**config.mk**
```make
export PLATFORM = sky130hd
export DESIGN_NAME = spi_frame_master
export DESIGN_NICKNAME = d
export VERILOG_FILES = /design/src/rtl/spi_frame_master.sv
export SDC_FILE = /design/constraint.sdc
export NUM_CORES = 1
export LEC_CHECK = 0
export BUFFER_PORTS_ARGS = -buffer_cell sky130_fd_sc_hd__clkbuf_2
export CORE_AREA = 8 8 154 156
export CTS_BUF_LIST = sky130_fd_sc_hd__clkbuf_4
export CTS_CLUSTER_DIAMETER = 200
export DETAILED_ROUTE_END_ITERATION = 10
export DIE_AREA = 0 0 162 164
export GPL_TIMING_DRIVEN = 1
export PLACE_DENSITY = 0.69
export SKIP_CTS_REPAIR_TIMING = 1
export SLEW_MARGIN = 20
export SYNTH_ARGS = -nofsm -noshare
export SYNTH_HDL_FRONTEND = slang
export SYNTH_SLANG_ARGS = --single-unit
```
**constraint.sdc**
```tcl
create_clock -name sys_clk -period 2.7 [get_ports sys_clk]
set_clock_uncertainty 0.15 [all_clocks]
set_input_delay 0.405 -clock sys_clk [delete_from_list [all_inputs] [get_ports sys_clk]]
set_output_delay 0.405 -clock sys_clk [all_outputs]
set_load 0.02 [all_outputs]
```
**src/rtl/spi_frame_master.sv**
```systemverilog
// SPI mode-0 master that reads a 96-bit measurement frame (fs_cnt, fx_cnt, reference word)
// MSB first, checks the reference word and publishes the counts only from good frames.
module spi_frame_master #(
  parameter int          CLK_DIV    = 8,
  parameter int          FRAME_BITS = 96,
  parameter logic [31:0] REF_WORD   = 32'd200_000_000,
  parameter int          IDLE_GAP   = 16
) (
  input  logic        sys_clk,
  input  logic        rst,
  input  logic        start,
  input  logic        MISO,
  output logic        nCS,
  output logic        SCK,
  output logic        busy,
  output logic        done,
  output logic        frame_ok,
  output logic [31:0] fs_cnt,
  output logic [31:0] fx_cnt,
  output logic [31:0] ref_cnt
);

  typedef enum logic [2:0] {
    S_IDLE  = 3'd0,
    S_SETUP = 3'd1,
    S_HIGH  = 3'd2,
    S_LOW   = 3'd3,
    S_HOLD  = 3'd4,
    S_GAP   = 3'd5
  } state_t;

  localparam logic [15:0] DIV_LAST = 16'(CLK_DIV - 1);
  localparam logic [15:0] GAP_LAST = 16'(IDLE_GAP - 1);
  localparam logic [6:0]  BIT_LAST = 7'(FRAME_BITS);

  // Handshake: start is a level sampled only in IDLE (no ready); busy covers the whole
  // frame plus the inter-frame gap, and done is a single-cycle pulse as nCS rises.
  state_t                  state_q, state_d;
  logic [15:0]             cnt_q, cnt_d;
  logic [6:0]              bit_cnt_q, bit_cnt_d;
  logic [FRAME_BITS-1:0]   sr_q, sr_d;
  logic                    ncs_q, ncs_d;
  logic                    sck_q, sck_d;
  logic                    busy_q, busy_d;
  logic                    done_q, done_d;
  logic                    frame_ok_q, frame_ok_d;
  logic [31:0]             fs_q, fs_d;
  logic [31:0]             fx_q, fx_d;
  logic [31:0]             ref_q, ref_d;
  logic                    miso_meta_q, miso_s_q;
  logic                    div_last;
  logic [6:0]              bit_next;
  logic                    ref_match;

  assign div_last  = (cnt_q == DIV_LAST);
  assign bit_next  = bit_cnt_q + 7'd1;
  assign ref_match = (sr_q[31:0] == REF_WORD);

  always_comb begin
    state_d    = state_q;
    cnt_d      = cnt_q;
    bit_cnt_d  = bit_cnt_q;
    sr_d       = sr_q;
    ncs_d      = ncs_q;
    sck_d      = sck_q;
    busy_d     = busy_q;
    done_d     = 1'b0;
    frame_ok_d = frame_ok_q;
    fs_d       = fs_q;
    fx_d       = fx_q;
    ref_d      = ref_q;
    unique case (state_q)
      S_IDLE: begin
        ncs_d  = 1'b1;
        sck_d  = 1'b0;
        busy_d = 1'b0;
        if (start) begin
          state_d   = S_SETUP;
          ncs_d     = 1'b0;
          busy_d    = 1'b1;
          cnt_d     = 16'd0;
          bit_cnt_d = 7'd0;
        end
      end
      S_SETUP, S_LOW: begin
        if (div_last) begin
          cnt_d   = 16'd0;
          sck_d   = 1'b1;
          state_d = S_HIGH;
        end else begin
          cnt_d = cnt_q + 16'd1;
        end
      end
      S_HIGH: begin
        // Sample on the last cycle of the high phase: the slave shifted on the previous
        // falling edge, so its data has had a full half-period to cross both syncs.
        if (div_last) begin
          cnt_d     = 16'd0;
          sck_d     = 1'b0;
          sr_d      = {sr_q[FRAME_BITS-2:0], miso_s_q};
          bit_cnt_d = bit_next;
          state_d   = (bit_next == BIT_LAST) ? S_HOLD : S_LOW;
        end else begin
          cnt_d = cnt_q + 16'd1;
        end
      end
      S_HOLD: begin
        if (div_last) begin
          cnt_d      = 16'd0;
          ncs_d      = 1'b1;
          done_d     = 1'b1;
          ref_d      = sr_q[31:0];
          frame_ok_d = ref_match;
          if (ref_match) begin
            fs_d = sr_q[95:64];
            fx_d = sr_q[63:32];
          end
          state_d = S_GAP;
        end else begin
          cnt_d = cnt_q + 16'd1;
        end
      end
      S_GAP: begin
        if (cnt_q == GAP_LAST) begin
          cnt_d   = 16'd0;
          busy_d  = 1'b0;
          state_d = S_IDLE;
        end else begin
          cnt_d = cnt_q + 16'd1;
        end
      end
      default: begin
        state_d = S_IDLE;
        ncs_d   = 1'b1;
        sck_d   = 1'b0;
        busy_d  = 1'b0;
      end
    endcase
  end

  always_ff @(posedge sys_clk) begin
    if (rst) begin
      state_q     <= S_IDLE;
      cnt_q       <= 16'd0;
      bit_cnt_q   <= 7'd0;
      sr_q        <= '0;
      ncs_q       <= 1'b1;
      sck_q       <= 1'b0;
      busy_q      <= 1'b0;
      done_q      <= 1'b0;
      frame_ok_q  <= 1'b0;
      fs_q        <= 32'd0;
      fx_q        <= 32'd0;
      ref_q       <= 32'd0;
      miso_meta_q <= 1'b0;
      miso_s_q    <= 1'b0;
    end else begin
      state_q     <= state_d;
      cnt_q       <= cnt_d;
      bit_cnt_q   <= bit_cnt_d;
      sr_q        <= sr_d;
      ncs_q       <= ncs_d;
      sck_q       <= sck_d;
      busy_q      <= busy_d;
      done_q      <= done_d;
      frame_ok_q  <= frame_ok_d;
      fs_q        <= fs_d;
      fx_q        <= fx_d;
      ref_q       <= ref_d;
      miso_meta_q <= MISO;
      miso_s_q    <= miso_meta_q;
    end
  end

  assign nCS      = ncs_q;
  assign SCK      = sck_q;
  assign busy     = busy_q;
  assign done     = done_q;
  assign frame_ok = frame_ok_q;
  assign fs_cnt   = fs_q;
  assign fx_cnt   = fx_q;
  assign ref_cnt  = ref_q;

endmodule

```
==> flow_summary.yaml <==
outcome:
  result_of_the_run: "finished clean"
clock_tree:
  clock_sink_count: 225
  clkLatencyLatePin_ns: 0.65
  htree_levels: 2
  cts.reportedPaths.clkPinSlew_ns: 0.06
  cts-buffers-inserted: 57
  clk_path_buf_depth: 3
  cts-root-buf: "clkbuf_4"
  tritoncts: "yes"
power_and_ir_drop:
  cellInternalPower_mw: 4.77
  net-switching-power_mw: 1.61
  netSwitchingFraction_pct: 25.2
  max-vdd-ir-drop_mv: 0.376
  pwr-share-clk_pct: 40.7
  cellLeakagePower_nw: 3.49
  power_density_nw_per_um2: 642
  power.combinational.fraction_pct: 6.4
  share_seq_of_total_power_pct: 52.9
cells_and_area:
  drive_above_1_share_pct: 17.6
  synthToLayoutAreaGrowth_pct: 18.3
  layout.area.seq_sq_um: 4500
  post-route-util_pct: 46.5
  final_net_count: 1180
  fill_cells: 2169
  mostFrequentLayoutCell: "nand2_1"
  area_taken_by_multi_input_logic_gates_sq_um: 3580
  layout.cells.most_common_list: "nand2_1 (403), dfxtp_1 (225), a21oi_1 (202)"
worst_hold_path:
  worstHoldStart: "start"
  hp-class: "in -> reg"
floorplan:
  chipWidth_microns: 162
  die_height_microns: 164
  floorplan.die_area_sq_um: 26600
  fp-row-count: 54
  initial_util_pct: 39.3
  io_pins: 105
  placeableCoreArea_sq_um: 21400
logic_synthesis:
  asyncSetResetFlopFracSynth_pct: 0
  ys_seq_elements: 225
  part_of_the_yosys_area_used_for_sequential_elements_pct: 53.7
  mappedNetlistNets: 1064
  syn-mean-instance-area_sq_um: 7.93
  synthFlopType: "dfxtp_1"
  synth-warning-count: 0
  synth.lib_cells_used.distinct: 54
  synth_edf_count: 0
  synthesis.instances: 1058
  netlist_area_sq_um: 8390
timing:
  timing_hold_violations_final: 0
  setup-violations-final: 0
  timing.setup.tns_ns: 0
  tightestPinTransition_ns: 0.502
  finalWorstPathRequiredPeriod_ns: 2.55
  rsz_0062_raised_after_global_routing: "false"
  clock.fmax_mhz: 393
  fin_crit_sh_pct: 94.3
  worst_hold_check_slack_ns: 0.0720
  drv_slew: 0
  maxSlewHeadroom_pct: 66.5
global_routing:
  number_of_antenna_violations_at_the_first_check_in_global_routing: 1
  overflow: 0
  first_global_vias: 6962
  grt_pass1_wl_microns: 32500
  grt_max_degree: 115
  grt_usage_pct: 14.3
drt:
  m1WireLength_microns: 8840
  wl_met3_microns: 1160
  drt_wl_total_microns: 19200
  drt_iter0_markers: 482
  met2_routed_wirelength_microns: 8810
  route.vias.total: 7371
  drtAntennaViolNets: 0
  route.detailed.vias_per_inst: 4.93
  post_drt_wl_per_cell_microns: 12.8
  max_layer_used: "met4"
  detail_route.first_pass.iterations: 7
  route.detailed.drc: 0
worst_setup_path:
  r2r_start: "cnt_q[11]"
  slowest_cell_delay_on_critical_path_ns: 0.57
  cp-start-kind: "flip-flop"
  cp_slowest_cell: "or4_4"
  path_max_fanout: 65
  cp.required_ns: 3.11
  crit_family: "simple AND/OR/NAND/NOR gates"
  crit_path_cell_trace: "or4_4, nor4_2, buf_4, and4_2, buf_12, nand2_1, a21oi_1"
  critical_path.n_buffers_inverters: 2
  endpoint_kind: "flip-flop"
  worstSetupStartpoint: "cnt_q[11]"
  crit_type: "reg -> reg"
  timing.critical_path.arrival_ns: 2.95
place:
  finalWeightedCongestion: 0.791
  final_hpwl_from_detailed_placement_microns: 12000
  port_buffers: 104
flow_run:
  max_cap_viol_count: 0
-- worst reg2reg max path, cell delays in order, from the launching register on --
cell	delay, ns
dfxtp_1	0.36
or4_4	0.58
nor4_2	0.36
buf_4	0.20
and4_2	0.23
buf_12	0.25
nand2_1	0.16
a21oi_1	0.17
-- through the flow --
stage	setup slack (ns)	std cells	total power [mW]	instance area [sq um]
after floorplan	0.223	1058	3.74	8390
after global placement	0.198	1393	3.84	9250
after detailed placement	0.140	1393	3.85	9250
after CTS	0.0920	1491	6.48	9900
after global routing	0.00575	1494	6.72	9930
final	0.155	1494	6.38	9930
-- state kept, by name, summed over array words and instances (netlist names), 3 cells and up --
register,cells
fx_cnt,32
sr_q,96
ref_cnt,32
bit_cnt_q,7
fs_cnt,32
cnt_q,16
state_q,3
-- power groups by stage --
stage	Combinational (mW)	Clock, mW	Sequential [mW]
floorplan	0.283	0	3.45
global placement	0.398	0	3.45
detailed placement	0.402	0	3.45
CTS	0.403	2.71	3.37
global route	0.453	2.89	3.38
finish	0.411	2.59	3.37
-- Yosys cell counts, types with 2 or more instances --
cell / instances / area, sq um
buf_4: 10 / 75.1
nor2_1: 22 / 82.6
buf_2: 9 / 45.0
nand3_1: 11 / 55.1
nor4b_1: 3 / 26.3
nor2b_1: 5 / 31.3
a21oi_1: 202 / 1010
nand2_1: 403 / 1510
a21o_1: 4 / 30.0
o32ai_1: 2 / 17.5
and4_1: 3 / 26.3
or4_1: 4 / 30.0
o21ai_0: 6 / 30.0
or4bb_1: 2 / 22.5
dfxtp_1: 225 / 4500
nor3_1: 10 / 50.1
nand4b_1: 3 / 26.3
a2111oi_0: 2 / 17.5
a31oi_1: 5 / 31.3
inv_1: 7 / 26.3
nand3b_1: 2 / 15.0
nand4_1: 6 / 37.5
or3_1: 2 / 12.5
nand2b_1: 5 / 31.3
and3_1: 2 / 12.5
a311oi_1: 2 / 17.5
a211oi_1: 2 / 15.0
o21bai_1: 2 / 15.0
nor3b_1: 3 / 22.5
xnor2_1: 11 / 96.3
and2_1: 3 / 18.8
ha_1: 2 / 25.0
clkbuf_1: 51 / 191
nor4_1: 7 / 43.8
-- per-layer routing --
layer  vias up  GRT usage (%)
met5         -              0
met4         0           5.43
met3        30           4.19
met2       156           23.5
met1      3399           17.6
li1       3786              -
-- final cells by class --
type,instances,area share (%)
timing repair buffer,127,8.23
tap,280,3.53
antenna,1,0.0252
clock inverter,23,0.920
multi-input combinational,756,36.0
inverter,7,0.265
sequential,225,45.3
clock buffer,75,5.67
-- cell families (layout without fill, tap and decap cells) --
kind of cell               after synthesis  count (layout)  share of synthesized area (%)
and+or+nand+nor                        502             502                           25.3
AOI/OAI and AO/OA                      239             239                           15.4
DFF                                    225             225                           53.7
buffers and inverters                   77             232                           4.02
xor gates and xnor gates                12              12                           1.25
adders and majority gates                2               2                          0.298
muxes                                    1               1                          0.119
other                                    0               1                              0
-- path summary, 6_finish.rpt --
| check | slack [ns] | end | cells after the start |
|---|---|---|---|
| worst max-delay path | 0.15 | fs_cnt[13] | 7 |
| worst min-delay path | 0.07 | nCS | 4 |
| worst max register to register | 0.15 | fs_cnt[13] | 7 |
| worst min register to register | 0.29 | miso_s_q | 1 |
No activity file was read; power rests on OpenSTA's default activity.
